## config.mk

```make
export PLATFORM = sky130hd
export DESIGN_NAME = rob_commit_ctrl_flat
export DESIGN_NICKNAME = d
export VERILOG_FILES = /design/src/rtl/rob_commit_ctrl_if.sv /design/src/rtl/rob_commit_ctrl.sv /design/src/flat_wrapper.sv
export SDC_FILE = /design/constraint.sdc
export NUM_CORES = 2
export LEC_CHECK = 0
export CAP_MARGIN = 20
export CORE_ASPECT_RATIO = 1.25
export CORE_MARGIN = 2
export CORE_UTILIZATION = 30
export CTS_CLUSTER_DIAMETER = 150
export DETAILED_ROUTE_END_ITERATION = 7
export GPL_TIMING_DRIVEN = 0
export PLACE_DENSITY = 0.56
export SLEW_MARGIN = 10
export SYNTH_ARGS = -nofsm -noshare
export SYNTH_HDL_FRONTEND = slang
export SYNTH_SLANG_ARGS = --single-unit
```

## constraint.sdc

```tcl
create_clock -name in_clk -period 7.31 [get_ports in_clk]
set_input_delay 1.462 -clock in_clk [delete_from_list [all_inputs] [get_ports in_clk]]
set_output_delay 1.462 -clock in_clk [all_outputs]
set_load 0.01 [all_outputs]
```

## src/rtl/rob_commit_ctrl_if.sv

```systemverilog
// rob_commit_ctrl_if: decoder, CDB, operand-query and commit/flush signals of the reorder buffer.
interface rob_commit_ctrl_if #(
    parameter int ROB_IDX = 4,
    parameter int DATA_W  = 32,
    parameter int REG_W   = 5
);
    logic               in_decoder_alloc_enable;
    logic [REG_W-1:0]   in_decoder_rd;
    logic               in_decoder_is_branch;
    logic               out_decoder_full;
    logic [ROB_IDX-1:0] out_decoder_alloc_tag;
    logic               in_cdb_enable;
    logic [ROB_IDX-1:0] in_cdb_tag;
    logic [DATA_W-1:0]  in_cdb_value;
    logic               in_cdb_mispredict;
    logic [DATA_W-1:0]  in_cdb_target_pc;
    logic [ROB_IDX-1:0] in_query_tag_a;
    logic [ROB_IDX-1:0] in_query_tag_b;
    logic               out_query_ready_a;
    logic               out_query_ready_b;
    logic [DATA_W-1:0]  out_query_value_a;
    logic [DATA_W-1:0]  out_query_value_b;
    logic               out_reg_commit_enable;
    logic [REG_W-1:0]   out_reg_rd_addr;
    logic [DATA_W-1:0]  out_reg_rd_value;
    logic [ROB_IDX-1:0] out_reg_reorder;
    logic               out_flush_enable;
    logic [DATA_W-1:0]  out_flush_pc;

    modport master (
        output in_decoder_alloc_enable, in_decoder_rd, in_decoder_is_branch,
        output in_cdb_enable, in_cdb_tag, in_cdb_value, in_cdb_mispredict, in_cdb_target_pc,
        output in_query_tag_a, in_query_tag_b,
        input  out_decoder_full, out_decoder_alloc_tag,
        input  out_query_ready_a, out_query_ready_b, out_query_value_a, out_query_value_b,
        input  out_reg_commit_enable, out_reg_rd_addr, out_reg_rd_value, out_reg_reorder,
        input  out_flush_enable, out_flush_pc
    );

    modport slave (
        input  in_decoder_alloc_enable, in_decoder_rd, in_decoder_is_branch,
        input  in_cdb_enable, in_cdb_tag, in_cdb_value, in_cdb_mispredict, in_cdb_target_pc,
        input  in_query_tag_a, in_query_tag_b,
        output out_decoder_full, out_decoder_alloc_tag,
        output out_query_ready_a, out_query_ready_b, out_query_value_a, out_query_value_b,
        output out_reg_commit_enable, out_reg_rd_addr, out_reg_rd_value, out_reg_reorder,
        output out_flush_enable, out_flush_pc
    );
endinterface

```

## src/rtl/rob_commit_ctrl.sv

```systemverilog
// rob_commit_ctrl: reorder buffer that tags decoded instructions, collects CDB results and commits in order.
module rob_commit_ctrl #(
    parameter int ROB_SIZE = 16,
    parameter int ROB_IDX  = 4,
    parameter int DATA_W   = 32,
    parameter int REG_W    = 5
) (
    input logic in_clk,
    input logic in_rst,
    input logic in_rdy,
    rob_commit_ctrl_if.slave bus
);
    localparam int CW = ROB_IDX + 1;

    logic [ROB_IDX-1:0]  head, tail;
    logic [CW-1:0]       count;
    logic [ROB_SIZE-1:0] busy, done, is_br, mis;
    logic [REG_W-1:0]    rd_q  [ROB_SIZE];
    logic [DATA_W-1:0]   val_q [ROB_SIZE];
    logic [DATA_W-1:0]   tgt_q [ROB_SIZE];
    logic                full, do_alloc, do_wb, do_commit, do_flush, byp_a, byp_b;
    logic                commit_en, flush_en;
    logic [REG_W-1:0]    c_rd;
    logic [DATA_W-1:0]   c_val, f_pc;
    logic [ROB_IDX-1:0]  c_tag;

    assign full      = count == CW'(ROB_SIZE);
    assign do_alloc  = bus.in_decoder_alloc_enable && !full;
    assign do_wb     = bus.in_cdb_enable && busy[bus.in_cdb_tag];
    assign do_commit = count != '0 && done[head];
    assign do_flush  = do_commit && is_br[head] && mis[head];

    // A result on the CDB this cycle is forwarded straight to the operand lookups.
    assign byp_a = bus.in_cdb_enable && bus.in_cdb_tag == bus.in_query_tag_a;
    assign byp_b = bus.in_cdb_enable && bus.in_cdb_tag == bus.in_query_tag_b;

    assign bus.out_decoder_full      = full;
    assign bus.out_decoder_alloc_tag = tail;
    assign bus.out_query_ready_a     = byp_a || (busy[bus.in_query_tag_a] && done[bus.in_query_tag_a]);
    assign bus.out_query_ready_b     = byp_b || (busy[bus.in_query_tag_b] && done[bus.in_query_tag_b]);
    assign bus.out_query_value_a     = byp_a ? bus.in_cdb_value : val_q[bus.in_query_tag_a];
    assign bus.out_query_value_b     = byp_b ? bus.in_cdb_value : val_q[bus.in_query_tag_b];
    assign bus.out_reg_commit_enable = commit_en;
    assign bus.out_reg_rd_addr       = c_rd;
    assign bus.out_reg_rd_value      = c_val;
    assign bus.out_reg_reorder       = c_tag;
    assign bus.out_flush_enable      = flush_en;
    assign bus.out_flush_pc          = f_pc;

    always_ff @(posedge in_clk) begin
        if (in_rst) begin
            head      <= '0;
            tail      <= '0;
            count     <= '0;
            busy      <= '0;
            done      <= '0;
            commit_en <= 1'b0;
            flush_en  <= 1'b0;
            c_rd      <= '0;
            c_val     <= '0;
            c_tag     <= '0;
            f_pc      <= '0;
        end else if (!in_rdy) begin
            commit_en <= 1'b0;
            flush_en  <= 1'b0;
        end else begin
            commit_en <= do_commit;
            flush_en  <= do_flush;
            if (do_commit) begin
                c_rd  <= rd_q[head];
                c_val <= val_q[head];
                c_tag <= head;
            end
            // A mispredict squashes everything younger, including this cycle's alloc/writeback.
            if (do_flush) begin
                f_pc  <= tgt_q[head];
                head  <= '0;
                tail  <= '0;
                count <= '0;
                busy  <= '0;
                done  <= '0;
            end else begin
                if (do_wb) begin
                    done[bus.in_cdb_tag]  <= 1'b1;
                    val_q[bus.in_cdb_tag] <= bus.in_cdb_value;
                    mis[bus.in_cdb_tag]   <= bus.in_cdb_mispredict;
                    tgt_q[bus.in_cdb_tag] <= bus.in_cdb_target_pc;
                end
                if (do_commit) begin
                    busy[head] <= 1'b0;
                    done[head] <= 1'b0;
                    head       <= head + ROB_IDX'(1);
                end
                if (do_alloc) begin
                    busy[tail]  <= 1'b1;
                    done[tail]  <= 1'b0;
                    rd_q[tail]  <= bus.in_decoder_rd;
                    is_br[tail] <= bus.in_decoder_is_branch;
                    mis[tail]   <= 1'b0;
                    tail        <= tail + ROB_IDX'(1);
                end
                count <= count + CW'(do_alloc) - CW'(do_commit);
            end
        end
    end
endmodule

```

## src/flat_wrapper.sv

```systemverilog
// flat-port wrapper written by rule: the top's interface ports become plain ports
module rob_commit_ctrl_flat 
#(
    parameter int ROB_SIZE = 16,
    parameter int ROB_IDX  = 4,
    parameter int DATA_W   = 32,
    parameter int REG_W    = 5
)
  (in_clk, in_rst, in_rdy, bus_in_decoder_alloc_enable, bus_in_decoder_rd, bus_in_decoder_is_branch, bus_in_cdb_enable, bus_in_cdb_tag, bus_in_cdb_value, bus_in_cdb_mispredict, bus_in_cdb_target_pc, bus_in_query_tag_a, bus_in_query_tag_b, bus_out_decoder_full, bus_out_decoder_alloc_tag, bus_out_query_ready_a, bus_out_query_ready_b, bus_out_query_value_a, bus_out_query_value_b, bus_out_reg_commit_enable, bus_out_reg_rd_addr, bus_out_reg_rd_value, bus_out_reg_reorder, bus_out_flush_enable, bus_out_flush_pc);
  rob_commit_ctrl_if #(.ROB_IDX(ROB_IDX), .DATA_W(DATA_W), .REG_W(REG_W)) bus_i ();
  input logic in_clk;
  input logic in_rst;
  input logic in_rdy;
  input wire logic [$bits(bus_i.in_decoder_alloc_enable)-1:0] bus_in_decoder_alloc_enable;
  input wire logic [$bits(bus_i.in_decoder_rd)-1:0] bus_in_decoder_rd;
  input wire logic [$bits(bus_i.in_decoder_is_branch)-1:0] bus_in_decoder_is_branch;
  input wire logic [$bits(bus_i.in_cdb_enable)-1:0] bus_in_cdb_enable;
  input wire logic [$bits(bus_i.in_cdb_tag)-1:0] bus_in_cdb_tag;
  input wire logic [$bits(bus_i.in_cdb_value)-1:0] bus_in_cdb_value;
  input wire logic [$bits(bus_i.in_cdb_mispredict)-1:0] bus_in_cdb_mispredict;
  input wire logic [$bits(bus_i.in_cdb_target_pc)-1:0] bus_in_cdb_target_pc;
  input wire logic [$bits(bus_i.in_query_tag_a)-1:0] bus_in_query_tag_a;
  input wire logic [$bits(bus_i.in_query_tag_b)-1:0] bus_in_query_tag_b;
  output wire logic [$bits(bus_i.out_decoder_full)-1:0] bus_out_decoder_full;
  output wire logic [$bits(bus_i.out_decoder_alloc_tag)-1:0] bus_out_decoder_alloc_tag;
  output wire logic [$bits(bus_i.out_query_ready_a)-1:0] bus_out_query_ready_a;
  output wire logic [$bits(bus_i.out_query_ready_b)-1:0] bus_out_query_ready_b;
  output wire logic [$bits(bus_i.out_query_value_a)-1:0] bus_out_query_value_a;
  output wire logic [$bits(bus_i.out_query_value_b)-1:0] bus_out_query_value_b;
  output wire logic [$bits(bus_i.out_reg_commit_enable)-1:0] bus_out_reg_commit_enable;
  output wire logic [$bits(bus_i.out_reg_rd_addr)-1:0] bus_out_reg_rd_addr;
  output wire logic [$bits(bus_i.out_reg_rd_value)-1:0] bus_out_reg_rd_value;
  output wire logic [$bits(bus_i.out_reg_reorder)-1:0] bus_out_reg_reorder;
  output wire logic [$bits(bus_i.out_flush_enable)-1:0] bus_out_flush_enable;
  output wire logic [$bits(bus_i.out_flush_pc)-1:0] bus_out_flush_pc;
  assign bus_i.in_decoder_alloc_enable = bus_in_decoder_alloc_enable;
  assign bus_i.in_decoder_rd = bus_in_decoder_rd;
  assign bus_i.in_decoder_is_branch = bus_in_decoder_is_branch;
  assign bus_i.in_cdb_enable = bus_in_cdb_enable;
  assign bus_i.in_cdb_tag = bus_in_cdb_tag;
  assign bus_i.in_cdb_value = bus_in_cdb_value;
  assign bus_i.in_cdb_mispredict = bus_in_cdb_mispredict;
  assign bus_i.in_cdb_target_pc = bus_in_cdb_target_pc;
  assign bus_i.in_query_tag_a = bus_in_query_tag_a;
  assign bus_i.in_query_tag_b = bus_in_query_tag_b;
  assign bus_out_decoder_full = bus_i.out_decoder_full;
  assign bus_out_decoder_alloc_tag = bus_i.out_decoder_alloc_tag;
  assign bus_out_query_ready_a = bus_i.out_query_ready_a;
  assign bus_out_query_ready_b = bus_i.out_query_ready_b;
  assign bus_out_query_value_a = bus_i.out_query_value_a;
  assign bus_out_query_value_b = bus_i.out_query_value_b;
  assign bus_out_reg_commit_enable = bus_i.out_reg_commit_enable;
  assign bus_out_reg_rd_addr = bus_i.out_reg_rd_addr;
  assign bus_out_reg_rd_value = bus_i.out_reg_rd_value;
  assign bus_out_reg_reorder = bus_i.out_reg_reorder;
  assign bus_out_flush_enable = bus_i.out_flush_enable;
  assign bus_out_flush_pc = bus_i.out_flush_pc;
  rob_commit_ctrl #(.ROB_SIZE(ROB_SIZE), .ROB_IDX(ROB_IDX), .DATA_W(DATA_W), .REG_W(REG_W)) u_core (.in_clk(in_clk), .in_rst(in_rst), .in_rdy(in_rdy), .bus(bus_i));
endmodule
```

Yosys cells after proc, flatten, opt, wreduce, memory -nomap -nowiden
Memory sizes are Yosys's and may differ from the RTL's. A register that Yosys moved wholly into a read port is not among the register bits. Index checks and enable logic that the tools add are counted.

Register bits after elaboration: 83. Memory bits (writable): 1104. Bits of input ports: 88. Output and inout port bits: 146. Logic and storage cells: 126. Memories: 3.

Memories: u_core.tgt_q (words 16, bits a word 32, rd ports 1, clocked after Yosys merged registers in 1, write ports 1, line rob_commit_ctrl.sv:20) `logic [DATA_W-1:0] tgt_q [ROB_SIZE];`; u_core.val_q (words 16, bits a word 32, rd ports 3, clocked after Yosys merged registers in 1, write ports 1, line rob_commit_ctrl.sv:19) `logic [DATA_W-1:0] val_q [ROB_SIZE];`; u_core.rd_q (words 16, bits a word 5, rd ports 1, clocked after Yosys merged registers in 1, write ports 1, line rob_commit_ctrl.sv:18) `logic [REG_W-1:0] rd_q [ROB_SIZE];`.

Add/subtract/negate cells: 4. Magnitude comparators: 8. Eq/ne operators: 3. Multiplexer cells: 62. Bitwise logic cells: 11. Reductions and logical operators: 25.

Operator list (count): $mux 16 (21); $and 16x16->16 (4); $mux 32 (2); $bmux 1 s4 (8); $bwmux 16 (2); $not 16->16 (2); $or 16x16->16 (2); $lt 4x5->1 const B (5); $mux 1 (21); $mux 4 (4); $demux 1 s4 (3); $ge 4x1->1 const B (3); $logic_and 1x1->1 (12); $add 4x1->4 const B (2); $eq 4x4->1 (2); $reduce_and 2->1 (4); $add 5x1->5 (1); $eq 5x5->1 const B (1); $mux 5 (1); $reduce_bool 5->1 (1); $sub 5x1->5 (1); $reduce_and 4->1 (1); $reduce_bool 2->1 (2); $not 1->1 (3); other kinds (4) (5).

Logic depth before layout (Yosys ltp)
Depth after elaboration: 17. Mapped depth: 16. Mapped depth without buffers: 16.

Worst setup path after synthesis
No wires, ideal clock.

Path kind: input -> register. Start point: input port bus_in_cdb_tag[1]. End point: memory u_core.tgt_q[0][0], enable pin. Setup time: 0.486 ns. Arrival: 5.322 ns. Required time: 6.824 ns. Setup slack: 1.502 ns. Stages on the path: 6. Buffers on the path: 2. Path through: clkbuf_1 > mux4_2 > nor3b_1 > clkbuf_1 > nand2_1 > nor2_1.

Longest elaborated chain between the ends: 8.

RTL lines: start: declaration (line flat_wrapper.sv:18) `input wire logic [$bits(bus_i.in_cdb_tag)-1:0] bus_in_cdb_tag;`; $bmux 1 s4 (line rob_commit_ctrl.sv:29) `assign do_wb = bus.in_cdb_enable && busy[bus.in_cdb_tag];`; $mux 1 (not written as such) (line rob_commit_ctrl.sv:29); $logic_and 1x1->1 (line rob_commit_ctrl.sv:29); $mux 1 (line rob_commit_ctrl.sv:83) `if (do_wb) begin`; $mux 1 (line rob_commit_ctrl.sv:75) `if (do_flush) begin`; $mux 1 (line rob_commit_ctrl.sv:63) `end else if (!in_rdy) begin`; $mux 1 (line rob_commit_ctrl.sv:51) `if (in_rst) begin`; $mux 1 (not written as such) (line rob_commit_ctrl.sv:87) `tgt_q[bus.in_cdb_tag] <= bus.in_cdb_target_pc;`; end: declaration (line rob_commit_ctrl.sv:20).

Several ways; a longest one is shown, not always the timed one. The select of a mux whose other input is x is not followed.

Worst setup path after layout
Start point: input port bus_in_query_tag_a[0]. End point: output port bus_out_query_value_a[24].

Longest elaborated chain between the ends: 3. Elaborated cells between the ends (all ways): 4. Classes of those cells: 1 x eq/ne; 1 x mux; 1 x reduce/logical; 1 x memory.

RTL lines: start: declaration (line flat_wrapper.sv:22) `input wire logic [$bits(bus_i.in_query_tag_a)-1:0] bus_in_query_tag_a;`; branches (longest 2 deep; another with $mem_v2 16x32); $mux 32 (*) (line rob_commit_ctrl.sv:41) `assign bus.out_query_value_a = byp_a ? bus.in_cdb_value : val_q[bus.in_query_tag_a];`; end: declaration (line flat_wrapper.sv:28) `output wire logic [$bits(bus_i.out_query_value_a)-1:0] bus_out_query_value_a;`.

Mark *: on every way between the ends.

==> reports/qor.yml <==
sta:
  skew_ps: 43.22
  slew_headroom: 0.1816
  tns_ps: 0
  slew_viol_final: 0
  post-route-period-util: 0.9660
  fmax_mhz: 141.6
  tightest_slew_ps: 1228
  min_period_ps: 7062
  rsz0062_at_grt: "no"
  finalSetupViolations: 0
  hold_viol: 0
  hold_slack_ps: 454.7
layout:
  final_area_um2: 68340
  multiInputGateArea_um2: 19590
  layout-drive-gt1-share: 0.3391
  area_growth_pct: 19.67
  nets: 3357
  nFillCells: 17582
  fin_cells: 5904
  layout.area.seq_um2: 36520
synth:
  yosysTopAreaCell: "edfxtp_1"
  syn-instance-count: 2831
  synth_cell_type_count: 49
  synth-xor-area-share: 0.002147
  synth_top_family_by_area: "multiplexers"
  synth_top_area_share: 0.5973
  synth_simple_gate_area_frac: 0.02934
  avgSynthCellArea_um2: 20.17
  ys.flop_type: "edfxtp_1"
  synthTopCellsByArea: "edfxtp_1, mux4_2, dfxtp_1, mux2_2, nand2_1"
  synth_mux_area_frac: 0.2928
  synth_edf_count: 1136
  async_flop_share: 0
  synth_fa_ha_area_frac: 0.003418
  synth_seq_cells: 1256
  syn-cell-area_um2: 57110
  yosysSeqAreaShare: 0.6394
  ys_warn_count: 0
  syn_nets: 2934
  synth_compound_area_frac: 0.01365
clocking:
  clockBufferDepth: 3
  path_clk_slew_ps: 60
  post-cts-setup-buffers: 0
  tritoncts_num_sinks: 1256
  cts_hold_buffers: 0
  cts_buffers: 135
  htree_num_levels: 4
  cts_tree: "done"
  clock_latency_ps: 780
  ctsResizeCount: 0
  cts_root_buf: "clkbuf_16"
power:
  power_density_nw_per_um2: 228.9
  p_leak_nw: 20.59
  peakVddDrop_mv: 0.2384
drt:
  drc_errors: 0
  antenna_left: 0
  via_count: 32550
  wl_mm: 188.7
  drt-initial-drc-count: 3908
  wl_per_cell_um: 31.97
  drtPass1Iterations: 6
  viasPerCell: 5.513
placed_design:
  postPlaceCellArea_um2: 63850
  portBuffers: 220
  dp_cells: 5646
  dp_hpwl_mm: 127.8
  gp_congestion: 0.8955
critical_path:
  critPathLaunchType: "primary input"
  cpLargestDelayFamily: "buffers and inverters"
  setup.worst_path.end_class: "primary output"
  r2r-start: "u_core.head[1]"
  critPathArrivalTime_ps: 5600
  worst_path_largest_cell_delay_ps: 840
  critPathBufInv: 5
  path_cells: "clkbuf_1, clkbuf_1, buf_2, xor2_1, nor4_2, buf_2, mux2_2, clkdlybuf4s50_1"
  worstPathMaxFanout: 10
  worst_ep_required_time_ps: 5850
  path_class: "in2out"
  cp-startpoint: "bus_in_query_tag_a[0]"
  crit_path_top_delay_cell: "nor4_2"
die:
  die-height_um: 491.8
  fp.dieArea_um2: 193900
  initial_core_util: 0.3010
  fp-row-count: 179
  coreArea_um2: 189700
  dieWidth_um: 394.2
  ios: 234
global_routing:
  grt_max_degree: 38
  grt_pass1_wl_mm: 260.6
  grt_overflow: 0
  grt_use_total: 0.1920
  first_global_vias: 33052
  antenna_found_initial: 26
worst_hold_path:
  min-delay-start: "u_core.bus.out_reg_rd_value[8]"
  hold_class: "reg2reg"
flow_run:
  maxCapViolCount: 0
status:
  status: "finished, final reports clean"
## flip-flops by register name, summed over array words and instances (netlist names), 4 cells and up
name and cells:
u_core.head 4, u_core.rd_q 80, u_core.bus.out_reg_rd_value 32, u_core.busy 16, u_core.val_q 512, u_core.bus.out_decoder_alloc_tag 4
u_core.tgt_q 512, u_core.is_br 16, u_core.bus.out_reg_rd_addr 5, u_core.done 16, u_core.bus.out_flush_pc 32, u_core.count 5
u_core.bus.out_reg_reorder 4, u_core.mis 16
## final timing paths
path / endpoint / slack [ps] / depth (start not counted)
worst min register to register: u_core.bus.out_reg_rd_value[8] / 450 / 2
worst max register to register: u_core.tgt_q[12][30] / 2810 / 11
worst max-delay path: bus_out_query_value_a[24] / 250 / 8
worst min-delay path: u_core.bus.out_reg_rd_value[8] / 450 / 2
## cells in the final DEF, fill, tap and decap left out, drive strengths merged, types with 41 or more instances in the layout
cell,synthesis,routed
mux2i,41,41
nand2,163,163
buf,109,175
edfxtp,1136,1136
clkdlybuf4s50,0,220
clkinv,0,41
clkbuf,110,298
a21oi,110,110
mux4,692,692
dfxtp,120,120
mux2,64,64
nor2,73,73
## layout make-up
class,instances,area share
Buffer,219,0.01532
Timing Repair Buffer,286,0.05157
Tap cell,2534,0.04639
Antenna cell,5,0.0001831
Multi-Input combinational cell,1340,0.2867
Inverter,16,0.0008788
Clock inverter,60,0.009026
Sequential cell,1256,0.5343
Clock buffer,188,0.05565
## per-layer routing
layer  global-route usage  vias to the layer above  routed length [um]
li1                     -                    12934                   -
met3              0.05064                      345               16810
met1               0.2512                    17570               75720
met2               0.3119                     1669               90440
met5                    0                        -                 185
met4              0.05988                       32                5584
## worst register-to-register path: stages, from the launching register on
cell and delay (ps):
dfxtp_1 350, buf_2 300, mux4_2 540, mux2i_1 270, o22ai_2 260, nand3_2 210
nand2_2 170, inv_2 260, buf_2 540, and2_4 620, buf_12 290, buf_16 300
## metrics by stage
| step | utilization | worst slack [ps] | power (mW) |
|---|---|---|---|
| finish | 0.3603 | 248.3 | 15.64 |
| floorplan | - | 1502 | 8.413 |
| CTS | 0.3599 | 170.2 | 15.75 |
| global route | 0.3602 | 118.7 | 16.04 |
| global placement | 0.3294 | -3959 | 8.847 |
| detailed placement | 0.3366 | 191.7 | 8.864 |
## cell usage after synthesis, types with 2 or more instances
cell      number
mux2i_1       41
nor4_2         2
and3_1         6
and2_1        21
xor2_1        10
ha_1          14
edfxtp_1    1136
nand2b_1       6
nor2_1        73
and3b_1        3
a22oi_1        2
nand3_1       29
nor3_1        29
mux4_1         2
mux2_2        64
nor3b_1        4
buf_4          7
inv_1         14
inv_2          2
o21ai_0       32
buf_6         12
nand3_2        2
a31oi_1        3
buf_2         70
mux4_2       690
dfxtp_1      120
clkbuf_1     110
nand4_1       13
xnor2_1        4
nand4b_1       2
nand2_1      162
a21oi_1      110
buf_1         19
nor2b_1        2
## kinds of logic (layout without fill, tap and decap cells)
| logic type | Yosys count | count (layout) |
|---|---|---|
| AND/OR/NAND/NOR | 363 | 363 |
| flip-flops | 1256 | 1256 |
| buffers and inverters | 235 | 769 |
| multiplexers | 797 | 797 |
| adder cells (fa/ha/maj) | 15 | 15 |
| AO/OA/AOI/OAI | 151 | 151 |
| other | 0 | 5 |
| XOR/XNOR | 14 | 14 |
## where the power goes
part	internal (mW)	switching, mW	total, mW
sequential	7.83	0.00844	7.84
clock	4.01	2.92	6.93
combinational	0.372	0.501	0.873
(Power assumes the default switching activity.)
